`src/rtl/hazard_ctrl.sv`:
```
// ---------------------------------------------------------------------------
// hazard_ctrl
//
// Hazard/stall scheduler for the 5-stage MIPS pipeline. Compares the decode
// stage source registers against the EX and MEM destinations. It drives the
// stall and flush controls for the PC, IF/ID and ID/EX. It also sequences the
// two-cycle load-to-branch stall and the wait for the mult/div unit.
//
// Parameters
//   CNT_W          width of the saturating stall-cycle counter
//   MD_MAX_CYCLES  cycles allowed in the mult/div wait before a timeout
//
// Ports
//   CLK, RESET     rising-edge clock, synchronous active-high reset
//   RsD, RtD       decode source register fields
//   UsesRtD        decode instruction reads rt
//   BranchD        decode instruction is beq/bne (compared in decode)
//   PCSrcD         branch/jump resolved taken in decode
//   MulDivStartD   decode instruction is mult/multu/div/divu
//   HiLoReadD      decode instruction is mfhi/mflo
//   RegWriteE, MemToRegE, WriteRegE   EX stage write-back info
//   RegWriteM, MemToRegM, WriteRegM   MEM stage write-back info
//   MulDivDone     one-cycle pulse, the mult/div unit has finished
//   StallF/StallD  hold PC / IF/ID
//   FlushD/FlushE  clear IF/ID / inject a bubble into ID/EX
//   MdTimeout      sticky error, the mult/div wait hit its limit
//   StallCycles    count of cycles with StallD=1, saturating
// ---------------------------------------------------------------------------
module hazard_ctrl #(
   parameter int CNT_W         = 16,
   parameter int MD_MAX_CYCLES = 64
) (
   input  logic             CLK,
   input  logic             RESET,
   input  logic [4:0]       RsD,
   input  logic [4:0]       RtD,
   input  logic             UsesRtD,
   input  logic             BranchD,
   input  logic             PCSrcD,
   input  logic             MulDivStartD,
   input  logic             HiLoReadD,
   input  logic             RegWriteE,
   input  logic             MemToRegE,
   input  logic [4:0]       WriteRegE,
   input  logic             RegWriteM,
   input  logic             MemToRegM,
   input  logic [4:0]       WriteRegM,
   input  logic             MulDivDone,
   output logic             StallF,
   output logic             StallD,
   output logic             FlushD,
   output logic             FlushE,
   output logic             MdTimeout,
   output logic [CNT_W-1:0] StallCycles
);

   localparam int MD_W = (MD_MAX_CYCLES > 1) ? $clog2(MD_MAX_CYCLES) : 1;
   localparam logic [MD_W-1:0]  MD_LAST = MD_W'(MD_MAX_CYCLES - 1);
   localparam logic [CNT_W-1:0] CNT_MAX = {CNT_W{1'b1}};

   typedef enum logic [1:0] {
      RUN    = 2'd0,
      STALL2 = 2'd1,
      MDWAIT = 2'd2
   } state_t;

   state_t           state_r;
   state_t           state_nxt_s;
   logic [MD_W-1:0]  md_cnt_r;
   logic [MD_W-1:0]  md_cnt_nxt_s;
   logic             md_timeout_r;
   logic             timeout_set_s;
   logic [CNT_W-1:0] stall_cnt_r;
   logic             stall_s;
   logic             flushd_s;
   logic             lu_s;
   logic             br_alu_s;
   logic             br_ld_m_s;
   logic [1:0]       need_s;

   // A destination register hazards the decode instruction when it is a real
   // source of it; $0 is hard-wired and never hazards.
   function automatic logic reg_match(
      input logic [4:0] dst,
      input logic [4:0] rs,
      input logic [4:0] rt,
      input logic       uses_rt
   );
      return (dst != 5'd0) && ((dst == rs) || (uses_rt && (dst == rt)));
   endfunction

   assign lu_s      = MemToRegE & RegWriteE & reg_match(WriteRegE, RsD, RtD, UsesRtD);
   assign br_alu_s  = BranchD & RegWriteE & ~MemToRegE & reg_match(WriteRegE, RsD, RtD, UsesRtD);
   assign br_ld_m_s = BranchD & MemToRegM & RegWriteM & reg_match(WriteRegM, RsD, RtD, UsesRtD);

   // Stall need: a load feeding a branch needs the load to reach WB, which
   // takes two bubbles; every other hazard is resolved by one bubble.
   always_comb begin
      need_s = 2'd0;
      if (lu_s && BranchD) begin
         need_s = 2'd2;
      end else if (lu_s || br_alu_s || br_ld_m_s) begin
         need_s = 2'd1;
      end else begin
         need_s = 2'd0;
      end
   end

   // Next-state and control outputs; all outputs are same-cycle combinational.
   always_comb begin
      state_nxt_s   = state_r;
      md_cnt_nxt_s  = md_cnt_r;
      timeout_set_s = 1'b0;
      stall_s       = 1'b0;
      flushd_s      = 1'b0;
      if (RESET) begin
         state_nxt_s  = RUN;
         md_cnt_nxt_s = {MD_W{1'b0}};
      end else begin
         case (state_r)
            RUN: begin
               if (need_s != 2'd0) begin
                  stall_s = 1'b1;
                  if (need_s == 2'd2) begin
                     state_nxt_s = STALL2;
                  end else begin
                     state_nxt_s = RUN;
                  end
               end else begin
                  flushd_s = PCSrcD;
                  if (MulDivStartD) begin
                     state_nxt_s  = MDWAIT;
                     md_cnt_nxt_s = {MD_W{1'b0}};
                  end else begin
                     state_nxt_s = RUN;
                  end
               end
            end
            STALL2: begin
               // Second bubble of a load-to-branch stall; a taken branch
               // cannot be acted on while the branch itself is held.
               stall_s     = 1'b1;
               state_nxt_s = RUN;
            end
            MDWAIT: begin
               // HI/LO consumers and a second mult/div wait for the unit.
               // Other hazards get one bubble at a time and are re-evaluated,
               // so a load-to-branch never enters STALL2 from here.
               if (HiLoReadD || MulDivStartD) begin
                  stall_s = 1'b1;
               end else if (need_s != 2'd0) begin
                  stall_s = 1'b1;
               end else begin
                  flushd_s = PCSrcD;
               end
               if (MulDivDone) begin
                  state_nxt_s = RUN;
               end else if (md_cnt_r == MD_LAST) begin
                  timeout_set_s = 1'b1;
                  state_nxt_s   = RUN;
               end else begin
                  md_cnt_nxt_s = md_cnt_r + MD_W'(1);
               end
            end
            default: begin
               state_nxt_s = RUN;
            end
         endcase
      end
   end

   // State, mult/div wait counter, sticky timeout and stall counter.
   always_ff @(posedge CLK) begin
      if (RESET) begin
         state_r      <= RUN;
         md_cnt_r     <= {MD_W{1'b0}};
         md_timeout_r <= 1'b0;
         stall_cnt_r  <= {CNT_W{1'b0}};
      end else begin
         state_r  <= state_nxt_s;
         md_cnt_r <= md_cnt_nxt_s;
         if (timeout_set_s) begin
            md_timeout_r <= 1'b1;
         end
         if (stall_s && (stall_cnt_r != CNT_MAX)) begin
            stall_cnt_r <= stall_cnt_r + CNT_W'(1);
         end
      end
   end

   assign StallF      = stall_s;
   assign StallD      = stall_s;
   assign FlushE      = stall_s;
   assign FlushD      = flushd_s;
   assign MdTimeout   = md_timeout_r;
   assign StallCycles = stall_cnt_r;

endmodule

```
`config.mk`:
```
export PLATFORM = sky130hd
export DESIGN_NAME = hazard_ctrl
export DESIGN_NICKNAME = d
export VERILOG_FILES = /design/src/rtl/hazard_ctrl.sv
export SDC_FILE = /design/constraint.sdc
export NUM_CORES = 1
export LEC_CHECK = 0
export CORE_UTILIZATION = 46
export CTS_CLUSTER_SIZE = 14
export DETAILED_ROUTE_END_ITERATION = 8
export GPL_ROUTABILITY_DRIVEN = 0
export PLACE_DENSITY = 0.87
export SYNTH_ARGS = -nofsm -noshare
export SYNTH_HDL_FRONTEND = slang
export SYNTH_SLANG_ARGS = --single-unit
```
`constraint.sdc`:
```
create_clock -name CLK -period 3.62 [get_ports CLK]
set_input_delay 0.724 -clock CLK [delete_from_list [all_inputs] [get_ports CLK]]
set_output_delay 0.724 -clock CLK [all_outputs]
set_load 0.02 [all_outputs]
```
==> impl_metrics.toml <==
[yosys]
syn-num-nets = 229
syn_area_sq_mm = 0.001615
syn_area_per_cell_sq_um = 8.284
ys_top_cells_by_count = "dfxtp_1, xor2_1, a21oi_1, nor2_1, nand3_1"
yosysMostFrequentCell = "dfxtp_1"
synth_top_cell_area_share_pct = 30.98
synthCells = 195
synth_cell_types = 41
ys_warn_count = 0
synth.top_cells.by_area = "dfxtp_1, xor2_1, mux2_2"
ys_ff_latch = 25
ys.flop_type = "dfxtp_1"
ys_async_sr_fraction_pct = 0
yosysTopAreaCell = "dfxtp_1"
seq_area_frac_synth_pct = 30.98
synth_edf_count = 0

[placed_design]
numPlacedInstances = 298
port_buffers = 52
dp_hpwl_um = 3185
pre_cts_ws_ns = -0.1768

[grt]
grt_max_degree = 29
grt_pass1_vias = 1592
grt_pass1_wl_um = 6741
antenna_found_initial = 0
global_route.overflow_total = 0
grt_usage_pct = 23.53

[clock_tree]
postCtsHoldBufs = 0
insertion_delay_ns = 0.32
cts.htree.levels = 1
cts_made_buffers = 3
root_buffer = "clkbuf_4"
clkTransAtPathRegs_ns = 0.12
cts_tree = "yes"
cts.sinks = 25
clockBufferDepth = 2

[routing]
viasPerCell = 5.778
totalWireLength_um = 4006
drtIter0Drc = 121
num_vias = 1745
routedWlPerCell_um = 13.26
ant_nets = 0
drc_errors = 0
drtPass1Iterations = 4

[min_path]
hold_depth = 2
hold_path_class = "flop to flop"
min_to = "MdTimeout"
hold_start = "MdTimeout"

[timing]
final_max_slew_viol_count = 0
skew_ns = 0.01397
grt_setup_unrepaired = "no"
fmax_mhz = 286.6
whs_ns = 0.4972
setup_violations = 0
setup_ws_ns = 0.1306
max_slew_margin_pct = 50.17
period_needed_ns = 3.489
worstMarginPinSlew_ns = 0.7474
finalCritPeriodShare_pct = 96.39
setup_tns_ns = 0
finalHoldViolations = 0

[floorplan]
fp.coreArea_sq_mm = 0.003363
rows = 21
die_area_sq_mm = 0.003753
initial_core_util_pct = 48.03
top_level_ports = 53
die_h_um = 61.26
die_w_um = 61.26

[worst_setup_path]
critPathSlowestCell = "or4_1"
path_class = "primary input to output port"
crit_chain = "clkdlybuf4s50_1, or4_1, o21ai_1, o21bai_1, o221a_2, nor2_1, dlygate4sd2_1"
r2r_end = "StallCycles[5]"
r2r-start = "StallCycles[0]"
reg2reg_depth = 8
crit_arrival_ns = 2.77
end_kind = "output port"
cp_max_fo = 3
r2r_slack_ns = 1.33
required_ns = 2.90
cpPeakStageDelay_ns = 0.54
start_kind = "primary input"

[power_and_ir_drop]
ir_drop_mv = 0.1687
leakagePower_nw = 0.8350
p_per_area_mw_per_mm2 = 237.5

[flow_run]
drv_cap = 0

[outcome]
status = "finished, final reports clean"

[finish]
stdcell_count = 302
layout.nets = 291
drive_above_1_share_pct = 11.72
areaGrowthSynthToFinish_pct = 40.43
num-fill-cells = 297
n_antenna_cell = 0
fin_util_pct = 67.45
[logic make-up after synthesis]
kind of cell               share of synthesized area [%]
and+or+nand+nor                                    28.43
AOI/OAI and AO/OA                                  18.05
DFF                                                30.98
xor gates and xnor gates                           10.84
buffers and inverters                              4.569
muxes                                              5.577
adders and majority gates                          1.549
[cells in the final DEF, fill, tap and decap left out, drive strengths merged, types with 3 or more instances in the layout]
master / instances
clkbuf: 4
o31ai: 7
and3: 7
o311ai: 3
clkdlybuf4s50: 48
xor2: 18
buf: 15
nand2: 10
nand4: 3
mux2: 8
dfxtp: 25
nor3: 8
nor4: 6
inv: 4
o21ai: 5
nor2: 14
nand3: 13
and2: 3
a21oi: 14
dlygate4sd2: 4
nor2b: 4
or4: 10
[metal layers]
layer / vias up / part of all wire (%) / global-route usage [%]
met3: 8 / 4.9 / 4.622
met2: 58 / 50 / 41.15
met5: - / 0 / 0
met4: 0 / 1.7 / 6.818
met1: 820 / 43 / 29.25
li1: 859 / - / -
[worst max-delay path: cells and delay by family]
kind	cells	cell delay, ns
compound gates	3	0.63
simple gates	2	0.61
buf+inv	2	0.80
[worst max-delay path by stage]
stage | startpoint | slack (ns) | endpoint | depth (start not counted)
2_1_floorplan | WriteRegE[3] | 0.37 | StallD | 8
3_3_place_gp | WriteRegE[1] | -0.06 | StallD | 7
3_5_place_dp | WriteRegE[1] | -0.18 | FlushE | 7
4_1_cts | WriteRegE[1] | 0.12 | FlushE | 7
5_1_grt | WriteRegE[1] | 0.009 | StallF | 7
6_report | WriteRegE[1] | 0.13 | FlushE | 7
[stage by stage]
step / total power, mW / cell area [sq um]
floorplan: 0.3529 / 1615
global placement: 0.4196 / 2247
detailed placement: 0.4240 / 2247
CTS: 0.5436 / 2268
global route: 0.5671 / 2268
finish: 0.5388 / 2268
[registers in the layout, summed over array words and instances (netlist names)]
signal	cells
StallCycles	16
md_cnt_r	6
state_r	2
MdTimeout	1
[timing repair]
action,in CTS,in global routing
resized for setup,5,0
setup buffers,0,0
endpoints found under the setup margin,4,0
[final cells by class]
type                       instances  area (sq um)  area share (%)
multi-input combinational        156          1041           45.89
clock buffer                       4         26.28           1.158
timing repair buffer              67         628.1           27.69
tap                               46         57.56           2.537
inverter                           4         15.01          0.6619
sequential                        25         500.5           22.06
[power by group]
group,total (mW),internal (mW),switching [mW]
clock network,0.122,0.0431,0.0794
registers,0.283,0.278,0.00463
logic,0.133,0.0677,0.0657
Power figures use the tool's default switching activity.
